[src/rtl/snake_timing_pkg.sv]
// -----------------------------------------------------------------------------
// snake_timing_pkg
//   Shared timing constants and types for the Snake game rate generator.
//   - SYS_CLK_HZ / DEFAULT_HALF : system clock and reset half-period (2 Hz square)
//   - mode_e                    : per-channel counting mode
//   - level_to_half()           : maps the controller's 3-bit speed level to a
//                                 half-period in clock cycles for cfg_half
// -----------------------------------------------------------------------------
package snake_timing_pkg;

  localparam int unsigned SYS_CLK_HZ   = 50_000_000;
  localparam int unsigned DEFAULT_HALF = 12_500_000;

  localparam int unsigned LEVEL_W    = 3;
  localparam int unsigned NUM_LEVELS = 8;

  typedef logic [LEVEL_W-1:0] level_t;

  // Channel counting mode; the encoding matches the cfg_oneshot pin.
  typedef enum logic {
    MODE_FREE_RUN = 1'b0,
    MODE_ONESHOT  = 1'b1
  } mode_e;

  // Half-periods for game speed levels 0 (slowest) .. 7 (fastest).
  localparam int unsigned LEVEL_HALF [NUM_LEVELS] = '{
    12_500_000, 10_000_000, 9_000_000, 7_500_000,
     6_250_000,  5_000_000, 1_562_500,   781_250
  };

  function automatic int unsigned level_to_half(input level_t level);
    return LEVEL_HALF[level];
  endfunction

endpackage : snake_timing_pkg

[src/rtl/snake_rate_channel.sv]
// -----------------------------------------------------------------------------
// rate_channel
//   One tick/square channel: counter, current period and mode, a single-entry
//   pending configuration slot, and run edge detection.
//   Ports:
//     clock, reset        : system clock, synchronous active-high reset
//     run                 : level enable (free-run) / rising-edge trigger (one-shot)
//     load                : accept load_half/load_oneshot into the pending slot
//     load_half           : requested half-period (0 is stored as 1)
//     load_oneshot        : requested mode, 1 = one-shot
//     tick, square, busy  : registered channel outputs
//     pend_v              : pending slot occupied (config port back-pressure)
// -----------------------------------------------------------------------------
module rate_channel
  import snake_timing_pkg::*;
#(
  parameter int unsigned CNT_W        = 25,
  parameter int unsigned DEFAULT_HALF = snake_timing_pkg::DEFAULT_HALF
) (
  input  logic             clock,
  input  logic             reset,
  input  logic             run,
  input  logic             load,
  input  logic [CNT_W-1:0] load_half,
  input  logic             load_oneshot,
  output logic             tick,
  output logic             square,
  output logic             busy,
  output logic             pend_v
);

  logic [CNT_W-1:0] cnt_q, cnt_d;
  logic [CNT_W-1:0] half_q, half_d;
  logic [CNT_W-1:0] pend_half_q, pend_half_d;
  mode_e            mode_q, mode_d;
  mode_e            pend_mode_q, pend_mode_d;
  logic             pend_v_q, pend_v_d;
  logic             run_q, run_d;
  logic             busy_q, busy_d;
  logic             tick_q, tick_d;
  logic             square_q, square_d;

  logic             run_rise;
  logic             run_fall;
  logic             active;
  logic             terminal;
  logic             apply;

  // NOTE: every signal written here gets its default first, so no path through
  // the block can hold a stale value and infer a latch.
  always_comb begin
    run_rise = run & ~run_q;
    run_fall = ~run & run_q;

    // A one-shot only counts while armed; a falling run aborts it on this edge.
    active   = (mode_q == MODE_ONESHOT) ? (busy_q & ~run_fall) : run;
    terminal = active && (cnt_q >= half_q);

    // Pending config lands on a period boundary, or immediately when idle.
    apply    = pend_v_q && (terminal || !active);

    cnt_d       = cnt_q;
    half_d      = half_q;
    mode_d      = mode_q;
    pend_v_d    = pend_v_q;
    pend_half_d = pend_half_q;
    pend_mode_d = pend_mode_q;
    run_d       = run;
    busy_d      = busy_q;
    tick_d      = 1'b0;
    square_d    = square_q;

    if (active) begin
      if (terminal) begin
        tick_d   = 1'b1;
        square_d = ~square_q;
        cnt_d    = CNT_W'(1);
      end else begin
        cnt_d = cnt_q + CNT_W'(1);
      end
    end else begin
      cnt_d    = CNT_W'(1);
      square_d = 1'b0;
    end

    if (mode_q == MODE_ONESHOT) begin
      // Armed: stay busy until the terminal tick. Idle or aborting: arm only
      // on a fresh rising edge (an abort edge can never also be a rise).
      busy_d = active ? ~terminal : (run_rise & ~busy_q);
    end else begin
      busy_d = run;
    end

    if (apply) begin
      half_d   = pend_half_q;
      mode_d   = pend_mode_q;
      pend_v_d = 1'b0;
      // Entering one-shot on a terminal count leaves the channel idle; it only
      // arms here if it was idle and run rose on this very edge.
      busy_d   = (pend_mode_q == MODE_ONESHOT) ? (~active & run_rise) : run;
    end

    if (load) begin
      pend_v_d    = 1'b1;
      pend_half_d = (load_half == '0) ? CNT_W'(1) : load_half;
      pend_mode_d = load_oneshot ? MODE_ONESHOT : MODE_FREE_RUN;
    end
  end

  // NOTE: non-blocking assignments so every flop samples the pre-edge values
  // computed above, independent of statement order.
  always_ff @(posedge clock) begin
    if (reset) begin
      cnt_q       <= CNT_W'(1);
      half_q      <= CNT_W'(DEFAULT_HALF);
      mode_q      <= MODE_FREE_RUN;
      // NOTE: the pending slot is cleared as well, so a config posted before
      // reset can never be applied after it.
      pend_v_q    <= 1'b0;
      pend_half_q <= '0;
      pend_mode_q <= MODE_FREE_RUN;
      run_q       <= 1'b0;
      busy_q      <= 1'b0;
      tick_q      <= 1'b0;
      square_q    <= 1'b0;
    end else begin
      cnt_q       <= cnt_d;
      half_q      <= half_d;
      mode_q      <= mode_d;
      pend_v_q    <= pend_v_d;
      pend_half_q <= pend_half_d;
      pend_mode_q <= pend_mode_d;
      run_q       <= run_d;
      busy_q      <= busy_d;
      tick_q      <= tick_d;
      square_q    <= square_d;
    end
  end

  assign tick   = tick_q;
  assign square = square_q;
  assign busy   = busy_q;
  assign pend_v = pend_v_q;

endmodule : rate_channel

[src/rtl/snake_rate_generator.sv]
// -----------------------------------------------------------------------------
// snake_rate_generator
//   Multi-channel programmable tick / square-wave generator for the Snake game.
//   Ports:
//     clock, reset     : system clock, synchronous active-high reset
//     run[NUM_CH]      : per-channel enable / one-shot trigger
//     cfg_valid/ready  : configuration handshake
//     cfg_ch           : target channel (out-of-range requests are dropped)
//     cfg_half         : new half-period in clock cycles
//     cfg_oneshot      : new mode, 1 = one-shot
//     tick[NUM_CH]     : one-cycle strobe per terminal count
//     square[NUM_CH]   : toggles at each terminal count
//     busy[NUM_CH]     : channel counting
// -----------------------------------------------------------------------------
module snake_rate_generator
  import snake_timing_pkg::*;
#(
  parameter  int unsigned NUM_CH       = 2,
  parameter  int unsigned CNT_W        = 25,
  parameter  int unsigned DEFAULT_HALF = snake_timing_pkg::DEFAULT_HALF,
  localparam int unsigned CH_W         = (NUM_CH > 1) ? $clog2(NUM_CH) : 1
) (
  input  logic              clock,
  input  logic              reset,
  input  logic [NUM_CH-1:0] run,
  input  logic              cfg_valid,
  output logic              cfg_ready,
  input  logic [CH_W-1:0]   cfg_ch,
  input  logic [CNT_W-1:0]  cfg_half,
  input  logic              cfg_oneshot,
  output logic [NUM_CH-1:0] tick,
  output logic [NUM_CH-1:0] square,
  output logic [NUM_CH-1:0] busy
);

  logic [NUM_CH-1:0] pend_v;
  logic [NUM_CH-1:0] load;

  // Ready mirrors the addressed channel's free pending slot. An out-of-range
  // channel is always ready so the request is consumed and dropped.
  always_comb begin
    cfg_ready = 1'b0;
    if (!reset) begin
      cfg_ready = 1'b1;
      for (int i = 0; i < NUM_CH; i++) begin
        if (cfg_ch == CH_W'(i)) begin
          cfg_ready = ~pend_v[i];
        end
      end
    end
  end

  for (genvar i = 0; i < NUM_CH; i++) begin : g_ch
    assign load[i] = cfg_valid & cfg_ready & (cfg_ch == CH_W'(i));

    rate_channel #(
      .CNT_W        (CNT_W),
      .DEFAULT_HALF (DEFAULT_HALF)
    ) u_channel (
      .clock        (clock),
      .reset        (reset),
      .run          (run[i]),
      .load         (load[i]),
      .load_half    (cfg_half),
      .load_oneshot (cfg_oneshot),
      .tick         (tick[i]),
      .square       (square[i]),
      .busy         (busy[i]),
      .pend_v       (pend_v[i])
    );
  end

endmodule : snake_rate_generator

[config.mk]
export PLATFORM = sky130hd
export DESIGN_NAME = snake_rate_generator
export DESIGN_NICKNAME = d
export VERILOG_FILES = /design/src/rtl/snake_timing_pkg.sv /design/src/rtl/snake_rate_channel.sv /design/src/rtl/snake_rate_generator.sv
export SDC_FILE = /design/constraint.sdc
export NUM_CORES = 1
export LEC_CHECK = 0
export CAP_MARGIN = 20
export CORE_MARGIN = 5
export CORE_UTILIZATION = 33
export CTS_CLUSTER_SIZE = 16
export DETAILED_ROUTE_END_ITERATION = 10
export GPL_TIMING_DRIVEN = 0
export PLACE_DENSITY = 0.57
export SYNTH_ARGS = -nofsm -noshare
export SYNTH_HDL_FRONTEND = slang
export SYNTH_SLANG_ARGS = --single-unit
[constraint.sdc]
create_clock -name clock -period 4.7 [get_ports clock]
set_clock_uncertainty 0.2 [all_clocks]
set_input_delay 0.705 -clock clock [delete_from_list [all_inputs] [get_ports clock]]
set_output_delay 0.705 -clock clock [all_outputs]
set_load 0.1 [all_outputs]
==> results of run 1 <==
worst register-to-register path: cells and delay by family, from the launching register on:
family                     cells  cell delay, ns
and+or+nand+nor                4            0.92
DFF                            1            0.36
AOI/OAI and AO/OA              2            0.39
adders and majority gates      1            0.33
buffers and inverters          2            0.51
cells in the final DEF (no fill, tap or decap), types with 13 or more instances in the layout:
cell             instances
a21oi_1                 69
a221o_1                 14
a221oi_1                13
buf_2                   14
clkbuf_1                38
clkbuf_16               17
clkdlybuf4s50_1         37
dfxtp_1                164
ha_1                    52
inv_1                   68
nand2_1                135
nand3_1                 22
nand4_1                 15
nor2_1                  42
nor2_4                  19
nor3_1                  33
o2111ai_1               13
o211ai_1                26
xnor2_1                 16
xor2_1                  31
worst paths after layout:
check	from	slack, ns	depth (start not counted)	to
worst max-delay path	cfg_ch	1.07	4	cfg_ready
worst min-delay path	g_ch[1].u_channel.cnt_q[0]	0.22	1	g_ch[1].u_channel.cnt_q[0]
worst max register to register	g_ch[0].u_channel.cnt_q[20]	1.85	9	g_ch[0].u_channel.busy
worst min register to register	g_ch[1].u_channel.cnt_q[0]	0.22	1	g_ch[1].u_channel.cnt_q[0]
report_power, final:
| group | internal [mW] | switching [mW] |
|---|---|---|
| Combinational | 0.0801 | 0.139 |
| Clock | 0.780 | 0.563 |
| Sequential | 1.43 | 0.0210 |
| Total | 2.29 | 0.723 |
metal layers:
metal	global-route usage [%]	up-vias	wire length [um]
met1	18.60	2856	8955
met3	2.861	23	465
li1	-	3227	-
met4	5.452	0	438
met5	0	-	0
met2	25.01	73	9086
metrics by stage:
| stage | utilization, % | cells |
|---|---|---|
| global placement | 36.65 | 1250 |
| global route | 39.02 | 1282 |
| floorplan | - | 894 |
| detailed placement | 36.65 | 1250 |
| finish | 39.02 | 1282 |
| CTS | 39.02 | 1282 |
layout make-up:
| class | count | area [um^2] |
|---|---|---|
| Timing Repair Buffer | 37 | 370.4 |
| Buffer | 56 | 284.0 |
| Tap cell | 319 | 399.1 |
| Inverter | 68 | 255.2 |
| Clock buffer | 23 | 447.9 |
| Fill cell | 2393 | 14270 |
| Sequential cell | 164 | 3283 |
| Clock inverter | 9 | 106.4 |
| Multi-Input combinational cell | 606 | 3985 |
cells by family (layout without fill, tap and decap cells):
group / count (synthesis) / in the layout / share of synthesized area [%]
XOR/XNOR: 47 / 47 / 5.272
multiplexers: 3 / 3 / 0.4006
buffers and inverters: 124 / 193 / 6.907
AO/OA/AOI/OAI: 185 / 185 / 16.46
flip-flops: 164 / 164 / 42.05
adder cells (fa/ha/maj): 52 / 52 / 8.333
AND/OR/NAND/NOR: 319 / 319 / 20.58
state kept, by name, summed over array words and instances (netlist names):
name,cells
g_ch.u_channel.cnt_q,50
g_ch.u_channel.pend_half_q,50
g_ch.u_channel.busy,2
g_ch.u_channel.pend_mode_q,2
g_ch.u_channel.mode_q,2
g_ch.u_channel.square,2
g_ch.u_channel.half_q,50
g_ch.u_channel.run_q,2
g_ch.u_channel.tick,2
g_ch.u_channel.pend_v,2
==> reports/metrics.yaml, run 1 <==
outcome:
  outcome: "completed"
floorplanning:
  core_area_um2: 23400
  die_x_um: 163.8
  fp.dieH_um: 163.8
  floorplan.initialDensity_pct: 33.36
  boundaryPins: 39
  number_of_rows_in_the_core_area: 56
  floorplan.die_area_um2: 26840
worst_setup_path:
  worst_path_largest_cell_delay_ns: 1.16
  worstPathCellList: "clkdlybuf4s50_1 -> nand2_1 -> o211a_1 -> clkdlybuf4s50_1"
  crit_path_frequent_cell: "clkdlybuf4s50_1"
  crit_buf_inv: 2
  crit_family: "buffers and inverters"
  cp_data_required_time_ns: 3.80
  critPathKind: "in -> out"
  setup.worst_path.end_class: "primary output"
  crit_path_top_delay_cell: "clkdlybuf4s50_1"
  path_max_fanout: 6
  crit_arrival_ns: 2.72
  worst_setup_path_start_kind: "primary input"
final_layout:
  drive_above_1_share_pct: 7.892
  area.growth.synth_to_final_pct: 16.96
  antenna-diode-count: 0
  layout_net_count: 1034
  final_cell_area_um2: 9131
power_and_ir_drop:
  leakage_nw: 3.418
  post-layout-total-power_mw: 3.009
  powerDensity_nw_per_um2: 329.5
  vdd_drop_max_uv: 195.4
cts:
  clock_sink_count: 164
  clockRootBuffer: "clkbuf_16"
  cts-buffers-inserted: 17
  clk_pin_slew_worst_paths_ns: 0.06
  cts-root-to-sink-buffers: 2
  worst_skew_pair.late_latency_ns: 0.43
  tritoncts_clock_tree: "done"
  htreeDepth: 4
  post-cts-setup-buffers: 0
  post_cts.resized_instances: 0
  cts_stage_hold_buffer_count: 0
worst_hold_path:
  worst_hold_path_type: "reg -> reg"
logic_synthesis:
  synthDominantCellAreaShare_pct: 42.05
  synth.top_cells.by_count: "164 x dfxtp_1, 135 x nand2_1, 69 x a21oi_1"
  postSynthRegisterBits: 164
  most_repeated_cell_in_the_gate_level_netlist_after_synthesis: "dfxtp_1"
  ys_dominant_reg_cell: "dfxtp_1"
  fraction_of_synthesis_flops_using_an_asynchronous_set_or_reset_pin_pct: 0
  synth.lib_cells_used.distinct: 52
  synth_cells: 894
  area_leader_netlist: "dfxtp_1"
  synthesis.nets: 978
  ys_top_cells_by_area: "dfxtp_1 42%, ha_1 8.3%, nand2_1 6.5%"
  synth_edf_count: 0
  syn-mean-instance-area_um2: 8.733
  synth-warning-count: 0
  synth_area_um2: 7807
  ys_seq_area_share_pct: 42.05
timing:
  final_count_of_pins_violating_max_slew: 0
  totalNegativeSetupSlack_ns: 0
  finalHoldViolCount: 0
  worst_slack_ns: 1.074
  tightestPinTransition_ns: 0.9677
  remaining_max_slew_budget_at_the_tightest_pin_pct: 35.29
  period_needed_ns: 3.626
  whs_ns: 0.2159
  setup-violations-final: 0
  achievable-frequency_ghz: 0.2758
  rsz0062_at_grt: "false"
  period_utilisation_layout_pct: 77.15
detailed_routing:
  drt_iter0_drc: 334
  detail_route.wl_per_cell_um: 14.78
  drtPass1Iterations: 4
  route.vias.total: 6179
  drc: 0
  postRouteAntennaNets: 0
  drt-total-wl_um: 18950
  post_drt_via_cell_ratio: 4.820
global_route:
  grt_start_max_net_pins: 17
  grt_pass1_wl_um: 31510
  gr-usage-all-layers_pct: 14.74
  gr-total-overflow: 0
  via_count_of_the_first_global_routing_pass: 6112
  grt_antenna_before_repair: 0
place:
  final_weighted_congestion_in_routability_driven_placement: 0.8550
  place.port_buffers: 37
  hpwlAfterDp_um: 14460
  placed_cell_area_um2: 8577
  place_worst_setup_slack_ns: 1.075
job:
  maxCapViolations: 0
(Power assumes the default switching activity.)
==> inputs of run 2 (changes only) <==
--- a/config.mk
+++ b/config.mk
@@ -11,7 +11,7 @@
 export CTS_CLUSTER_SIZE = 16
 export DETAILED_ROUTE_END_ITERATION = 10
 export GPL_TIMING_DRIVEN = 0
-export PLACE_DENSITY = 0.57
+export PLACE_DENSITY = 0.59
 export SYNTH_ARGS = -nofsm -noshare
 export SYNTH_HDL_FRONTEND = slang
 export SYNTH_SLANG_ARGS = --single-unit
==> constraint.sdc (replaced) <==
create_clock -name clock -period 3.04 [get_ports clock]
set_clock_uncertainty 0.2 [all_clocks]
set_input_delay 0.456 -clock clock [delete_from_list [all_inputs] [get_ports clock]]
set_output_delay 0.456 -clock clock [all_outputs]
set_load 0.1 [all_outputs]
==> run 2 against run 1 <==
Cell area is essentially flat. Wire length shrank 1.7%. Cell count shrank 0.16%. Via count shrank 0.26%. Utilization is essentially flat. Worst setup slack lost 0.89 ns. Highest routed layer unchanged. First-iteration DRC count shrank 10%. Non-clock buffer count is the same.
==> reports/metrics.yaml, run 2 (same netlist as run 1, synthesis figures left out) <==
worst_setup_path:
  cp-endpoint: "cfg_ready"
  path_max_fanout: 9  # +3
  rr_worst_depth: 8  # -1
  worst_path_largest_cell_delay_ns: 0.89  # -0.27 ns
  crit_arrival_ns: 2.20  # -0.52 ns
  critPathKind: "reg -> out"
  worst_setup_path_start_kind: "flip-flop"
  setup.worst_path.end_class: "primary output"
  startpoint: "g_ch[0].u_channel.pend_v"
  cp_data_required_time_ns: 2.38  # -1.42 ns
  worstPathCellList: "clkbuf_1 -> inv_1 -> o211a_1 -> dlygate4sd2_1"
  crit_path_top_delay_cell: "dlygate4sd2_1"
  critical_path.reg2reg.endpoint: "g_ch[1].u_channel.half_q[24]"
  rr_startpoint: "g_ch[1].u_channel.half_q[23]"
  regToRegSetupSlack_ns: 0.32  # -1.53 ns
final_layout:
  drive_above_1_share_pct: 8.221  # +0.33 points
  largestRegisters: "g_ch.u_channel.cnt_q x50, g_ch.u_channel.half_q x50, g_ch.u_channel.pend_half_q x50"
  most-common-layout-cells: "164 x dfxtp_1, 135 x nand2_1, 69 x a21oi_1"
  final_core_util_pct: 39.05  # about the same
  antenna-diode-count: 0  # unchanged
  fillerInstances: 2455  # +2.6%
  final_common_cell: "dfxtp_1"
  area.growth.synth_to_final_pct: 17.05  # about the same
  layout_net_count: 1034  # unchanged
floorplanning:
  boundaryPins: 39  # unchanged
  floorplan.die_area_um2: 26840  # unchanged
  core_area_um2: 23400  # unchanged
  die_x_um: 163.8  # unchanged
  number_of_rows_in_the_core_area: 56  # unchanged
  fp.dieH_um: 163.8  # unchanged
  floorplan.initialDensity_pct: 33.36  # unchanged
timing:
  finalHoldViolCount: 0  # unchanged
  remaining_max_slew_budget_at_the_tightest_pin_pct: 35.09  # -0.20 points
  rsz0062_at_grt: "false"
  period_needed_ns: 2.859
  final_count_of_pins_violating_max_slew: 0  # unchanged
  tightestPinTransition_ns: 0.9775  # +0.009871 ns
  period_utilisation_layout_pct: 94.04
  achievable-frequency_ghz: 0.3498
  setup-violations-final: 0  # unchanged
cts:
  clock_sink_count: 164  # unchanged
  tritoncts_clock_tree: "done"
  cts-buffers-inserted: 17  # unchanged
  post-cts-setup-buffers: 0  # unchanged
  worst_skew_pair.late_latency_ns: 0.42  # about the same
  clockRootBuffer: "clkbuf_16"
  htreeDepth: 4  # unchanged
  clk_pin_slew_worst_paths_ns: 0.07  # about the same
  cts-root-to-sink-buffers: 2  # unchanged
global_route:
  grt_pass1_wl_um: 30840  # -2.1%
  grt_start_max_net_pins: 17  # unchanged
  gr-usage-all-layers_pct: 14.35  # -0.39 points
  grt_antenna_before_repair: 0  # unchanged
  via_count_of_the_first_global_routing_pass: 6096  # -0.26%
  gr-total-overflow: 0  # unchanged
detailed_routing:
  detail_route.wl_per_cell_um: 14.55  # -1.5%
  drt-total-wl_um: 18620  # -1.7%
  drtPass1Iterations: 6  # +2
  drt_iter0_drc: 300  # -10%
  post_drt_via_cell_ratio: 4.815  # -0.10%
  postRouteAntennaNets: 0  # unchanged
  drc: 0  # unchanged
  route.vias.total: 6163  # -0.26%
power_and_ir_drop:
  leakage_nw: 3.434  # +0.46%
  post-layout-total-power_mw: 4.661  # +55%
  vdd_drop_max_uv: 330.4  # +69%
  powerDensity_nw_per_um2: 510.0  # +55%
outcome:
  outcome: "completed"
place:
  hpwlAfterDp_um: 14380  # -0.51%
  final_weighted_congestion_in_routability_driven_placement: 0.8412  # -1.6%
  place.port_buffers: 37  # unchanged
worst_hold_path:
  timing.hold.worst_path_depth: 1  # unchanged
  worst_hold_path_type: "reg -> reg"
job:
  maxCapViolations: 0  # unchanged
==> run 2: cell count changes in the layout (fill, tap and decap cells not counted) <==
cell / previous run / this run
clkbuf_1: 38 / 34
clkinv_2: 3 / 5
clkinvlp_4: 3 / 1
clkbuf_8: 0 / 1
clkdlybuf4s50_1: 37 / 36
clkinv_4: 1 / 2
dlygate4sd2_1: 0 / 1
nor4_1: 8 / 7
nor4_2: 0 / 1
==> run 2: stage by stage <==
stage / TNS, ns / setup WS, ns / cell area [um^2] / instances / hold WS (ns)
floorplan: 0 / 0.3337 / 7807 / 894 / 0.1838
global placement: -0.1031 / -0.1031 / 8577 / 1250 / 0.2005
detailed placement: -0.1061 / -0.1061 / 8577 / 1250 / 0.2008
CTS: 0 / 0.1656 / 9133 / 1280 / 0.2166
global route: 0 / 0.06163 / 9139 / 1280 / 0.2373
finish: 0 / 0.1812 / 9139 / 1280 / 0.2159
==> run 2: final cells by class <==
| cell class | instances | area [um^2] | share of cell area [%] |
|---|---|---|---|
| multi-input cells | 606 | 3991 | 43.67 |
| flip-flops and latches | 164 | 3283 | 35.93 |
| clock buffers | 20 | 446.7 | 4.888 |
| well taps | 319 | 399.1 | 4.367 |
| repair buffers | 37 | 369.1 | 4.039 |
| plain buffers | 56 | 284.0 | 3.108 |
| inverters | 68 | 255.2 | 2.793 |
| clock inverters | 10 | 110.1 | 1.205 |
==> run 2: critical path: cells and delay by family (launching register included) <==
family	cells	cell delay, ns
buffers and inverters	3	1.24
DFF	1	0.30
AOI/OAI and AO/OA	1	0.24
==> run 2: where the power goes <==
group | internal [mW] | leakage, nW | switching, mW
registers | 2.20 | 1.33 | 0.0319
logic | 0.123 | 1.83 | 0.215
clock network | 1.22 | 0.275 | 0.871
==> run 2: what timing repair did <==
action | CTS | global route
endpoints found under the setup margin | 1 | 24
hold buffers | 0 | 0
gates resized for setup | 1 | 1
==> run 2: worst min path at each step <==
stage,end,from,slack [ns]
floorplan,g_ch[1].u_channel.cnt_q[0],g_ch[1].u_channel.cnt_q[0],0.18
global placement,g_ch[1].u_channel.cnt_q[0],g_ch[1].u_channel.cnt_q[0],0.20
detailed placement,g_ch[1].u_channel.cnt_q[0],g_ch[1].u_channel.cnt_q[0],0.20
CTS,g_ch[1].u_channel.cnt_q[0],g_ch[1].u_channel.cnt_q[0],0.22
global route,g_ch[1].u_channel.cnt_q[0],g_ch[1].u_channel.cnt_q[0],0.24
finish,g_ch[1].u_channel.cnt_q[0],g_ch[1].u_channel.cnt_q[0],0.22
==> run 2: routing by layer <==
| layer | GRT usage, % | part of all wire, % | routed length, um | up-vias |
|---|---|---|---|---|
| li1 | - | - | - | 3225 |
| met2 | 24.01 | 48 | 8928 | 70 |
| met3 | 3.438 | 2.7 | 495 | 23 |
| met5 | 0 | 0 | 0 | - |
| met1 | 18.26 | 47 | 8791 | 2845 |
| met4 | 4.613 | 2.2 | 408 | 0 |
==> inputs of run 3 (changes only) <==
--- a/config.mk
+++ b/config.mk
@@ -7,11 +7,10 @@
 export LEC_CHECK = 0
 export CAP_MARGIN = 20
 export CORE_MARGIN = 5
-export CORE_UTILIZATION = 33
+export CORE_UTILIZATION = 65
 export CTS_CLUSTER_SIZE = 16
 export DETAILED_ROUTE_END_ITERATION = 10
-export GPL_TIMING_DRIVEN = 0
-export PLACE_DENSITY = 0.59
+export PLACE_DENSITY = 0.93
 export SYNTH_ARGS = -nofsm -noshare
 export SYNTH_HDL_FRONTEND = slang
 export SYNTH_SLANG_ARGS = --single-unit
==> constraint.sdc (replaced) <==
create_clock -name clock -period 3.4 [get_ports clock]
set_clock_uncertainty 0.2 [all_clocks]
set_input_delay 0.51 -clock clock [delete_from_list [all_inputs] [get_ports clock]]
set_output_delay 0.51 -clock clock [all_outputs]
set_load 0.1 [all_outputs]
==> run 3 against run 2 <==
Global-route usage grew 13 points. Via count grew 6.1%. Utilization grew 36 points. Hold slack gained 0.039 ns. Non-clock buffer count shrank 37. Critical path type is now reg -> reg. Clock-buffer cell count grew 3. Flip-flop and latch count is the same. Worst setup slack gained 0.44 ns. Highest routed layer unchanged.
==> reports/metrics.yaml, run 3 (same netlist as run 1, synthesis figures left out) <==
outcome:
  outcome: "completed"
final_layout:
  final_cell_area_um2: 8906  # -2.5%
  largestRegisters: "g_ch.u_channel.cnt_q x50, g_ch.u_channel.half_q x50, g_ch.u_channel.pend_half_q x50"
  drive_above_1_share_pct: 8.747  # +0.53 points
  multi_input_gate_area_in_the_final_layout_um2: 3995  # about the same
  fillerInstances: 781  # -68%
  fin_cells: 1073  # -16%
  final_common_cell: "dfxtp_1"
  area.sequential_um2: 3283  # unchanged
  most-common-layout-cells: "164 x dfxtp_1, 135 x nand2_1, 69 x a21oi_1"
  area.growth.synth_to_final_pct: 14.07
  antenna-diode-count: 0  # unchanged
  layout_net_count: 997  # -3.6%
global_route:
  gr-usage-all-layers_pct: 27.48  # +13 points
  gr-total-overflow: 0  # unchanged
  grt_antenna_before_repair: 0  # unchanged
  grt_start_max_net_pins: 62  # +45
  via_count_of_the_first_global_routing_pass: 6698  # +9.9%
  grt_pass1_wl_um: 31640  # +2.6%
worst_setup_path:
  crit_arrival_ns: 2.96  # +0.76 ns
  critical_path.reg2reg.endpoint: "g_ch[1].u_channel.cnt_q[23]"
  startpoint: "g_ch[1].u_channel.half_q[20]"
  setup.worst_path.end_class: "flip-flop"
  rr_startpoint: "g_ch[1].u_channel.half_q[20]"
  cp_data_required_time_ns: 3.58  # +1.20 ns
  rr_worst_depth: 9  # +1
  regToRegSetupSlack_ns: 0.62  # +0.30 ns
  worst_setup_path_start_kind: "flip-flop"
  critPathKind: "reg -> reg"
  path_max_fanout: 12  # +3
job:
  maxCapViolations: 0  # unchanged
floorplanning:
  boundaryPins: 39  # unchanged
  number_of_rows_in_the_core_area: 40  # -29%
  floorplan.initialDensity_pct: 65.55  # +32 points
  floorplan.die_area_um2: 14300  # -47%
  fp.dieH_um: 119.6  # -27%
  die_x_um: 119.6  # -27%
  core_area_um2: 11910  # -49%
power_and_ir_drop:
  vdd_drop_max_uv: 515.4  # +56%
  powerDensity_nw_per_um2: 503.6  # -1.3%
  leakage_nw: 3.431  # about the same
detailed_routing:
  detail_route.wl_per_cell_um: 17.60  # +21%
  postRouteAntennaNets: 0  # unchanged
  route.vias.total: 6540  # +6.1%
  drtPass1Iterations: 5  # -1
  drc: 0  # unchanged
  post_drt_via_cell_ratio: 6.095  # +27%
  drt-total-wl_um: 18890  # +1.4%
  drt_iter0_drc: 505  # +68%
place:
  final_weighted_congestion_in_routability_driven_placement: 0.8916  # +6.0%
  hpwlAfterDp_um: 12690  # -12%
  placed_cells: 1041  # -17%
  place.port_buffers: 38  # +2.7%
  place_worst_setup_slack_ns: 0.6960  # +0.8021 ns
  placed_cell_area_um2: 8230  # -4.0%
cts:
  cts_stage_hold_buffer_count: 0  # unchanged
  post-cts-setup-buffers: 0  # unchanged
  post_cts.resized_instances: 0  # -1
  cts-buffers-inserted: 17  # unchanged
  worst_skew_pair.late_latency_ns: 0.44  # +0.02 ns
  clock_sink_count: 164  # unchanged
  htreeDepth: 4  # unchanged
  tritoncts_clock_tree: "done"
  clk_pin_slew_worst_paths_ns: 0.06  # about the same
  cts-root-to-sink-buffers: 2  # unchanged
  clockRootBuffer: "clkbuf_16"
worst_hold_path:
  worst_hold_path_type: "reg -> reg"
  worst_hold_path.endpoint: "g_ch[1].u_channel.cnt_q[0]"
  timing.hold.worst_path_depth: 1  # unchanged
  worstHoldStart: "g_ch[1].u_channel.cnt_q[0]"
timing:
  totalNegativeSetupSlack_ns: 0  # unchanged
  worst_slack_ns: 0.6226  # +0.4415 ns
  setup-violations-final: 0  # unchanged
  final_count_of_pins_violating_max_slew: 0  # unchanged
  remaining_max_slew_budget_at_the_tightest_pin_pct: 35.26  # +0.17 points
  finalHoldViolCount: 0  # unchanged
  period_utilisation_layout_pct: 81.69
  tightestPinTransition_ns: 0.9681  # -0.009446 ns
  period_needed_ns: 2.777
  rsz0062_at_grt: "false"
  achievable-frequency_ghz: 0.3601
[run 3: worst max path at each step]
stage	depth (start not counted)	slack, ns	end
global route	9	0.41	g_ch[0].u_channel.cnt_q[20]
detailed placement	9	0.70	g_ch[1].u_channel.cnt_q[19]
CTS	9	0.65	g_ch[1].u_channel.cnt_q[19]
global placement	8	0.79	g_ch[1].u_channel.cnt_q[17]
finish	9	0.62	g_ch[1].u_channel.cnt_q[23]
floorplan	8	0.64	g_ch[0].u_channel.pend_half_q[15]
[run 3: cell type report]
type | count | share of cell area, %
inverter | 68 | 2.866
clock inverter | 9 | 2.220
tap | 147 | 2.065
sequential | 164 | 36.86
clock buffer | 23 | 5.367
multi-input combinational | 606 | 44.86
timing repair buffer | 56 | 5.760
[run 3: power breakdown]
part | total, mW | switching (mW) | internal, mW
Clock | 2.19 | 0.753 | 1.43
Sequential | 2.00 | 0.0293 | 1.97
Combinational | 0.299 | 0.191 | 0.108
Total | 4.49 | 0.974 | 3.51
[run 3: per-stage QoR]
step	util, %	hold slack, ns	total power, mW
final	74.77	0.2551	4.485
after CTS	74.77	0.2485	4.495
after global routing	74.77	0.2589	4.619
after global placement	69.10	0.1991	2.319
after detailed placement	69.10	0.2150	2.331
after floorplan	-	0.1838	2.225
[run 3: metal layers]
metal	GRT usage [%]	wire [um]	vias to the layer above
met3	6.032	1110	66
met2	48.55	9624	230
li1	-	-	3159
met1	30.73	7386	3085
met5	0	0	-
met4	14.89	769	0
[run 3: worst max-delay path, cell delays in order, from the launching register on]
cell and delay, ns:
dfxtp_1 0.35, inv_1 0.07, ha_1 0.32, a21oi_1 0.18, o21ai_0 0.18, a2111oi_4 0.38
o21ai_2 0.18, or3_2 0.47, buf_4 0.26, nor2_4 0.13
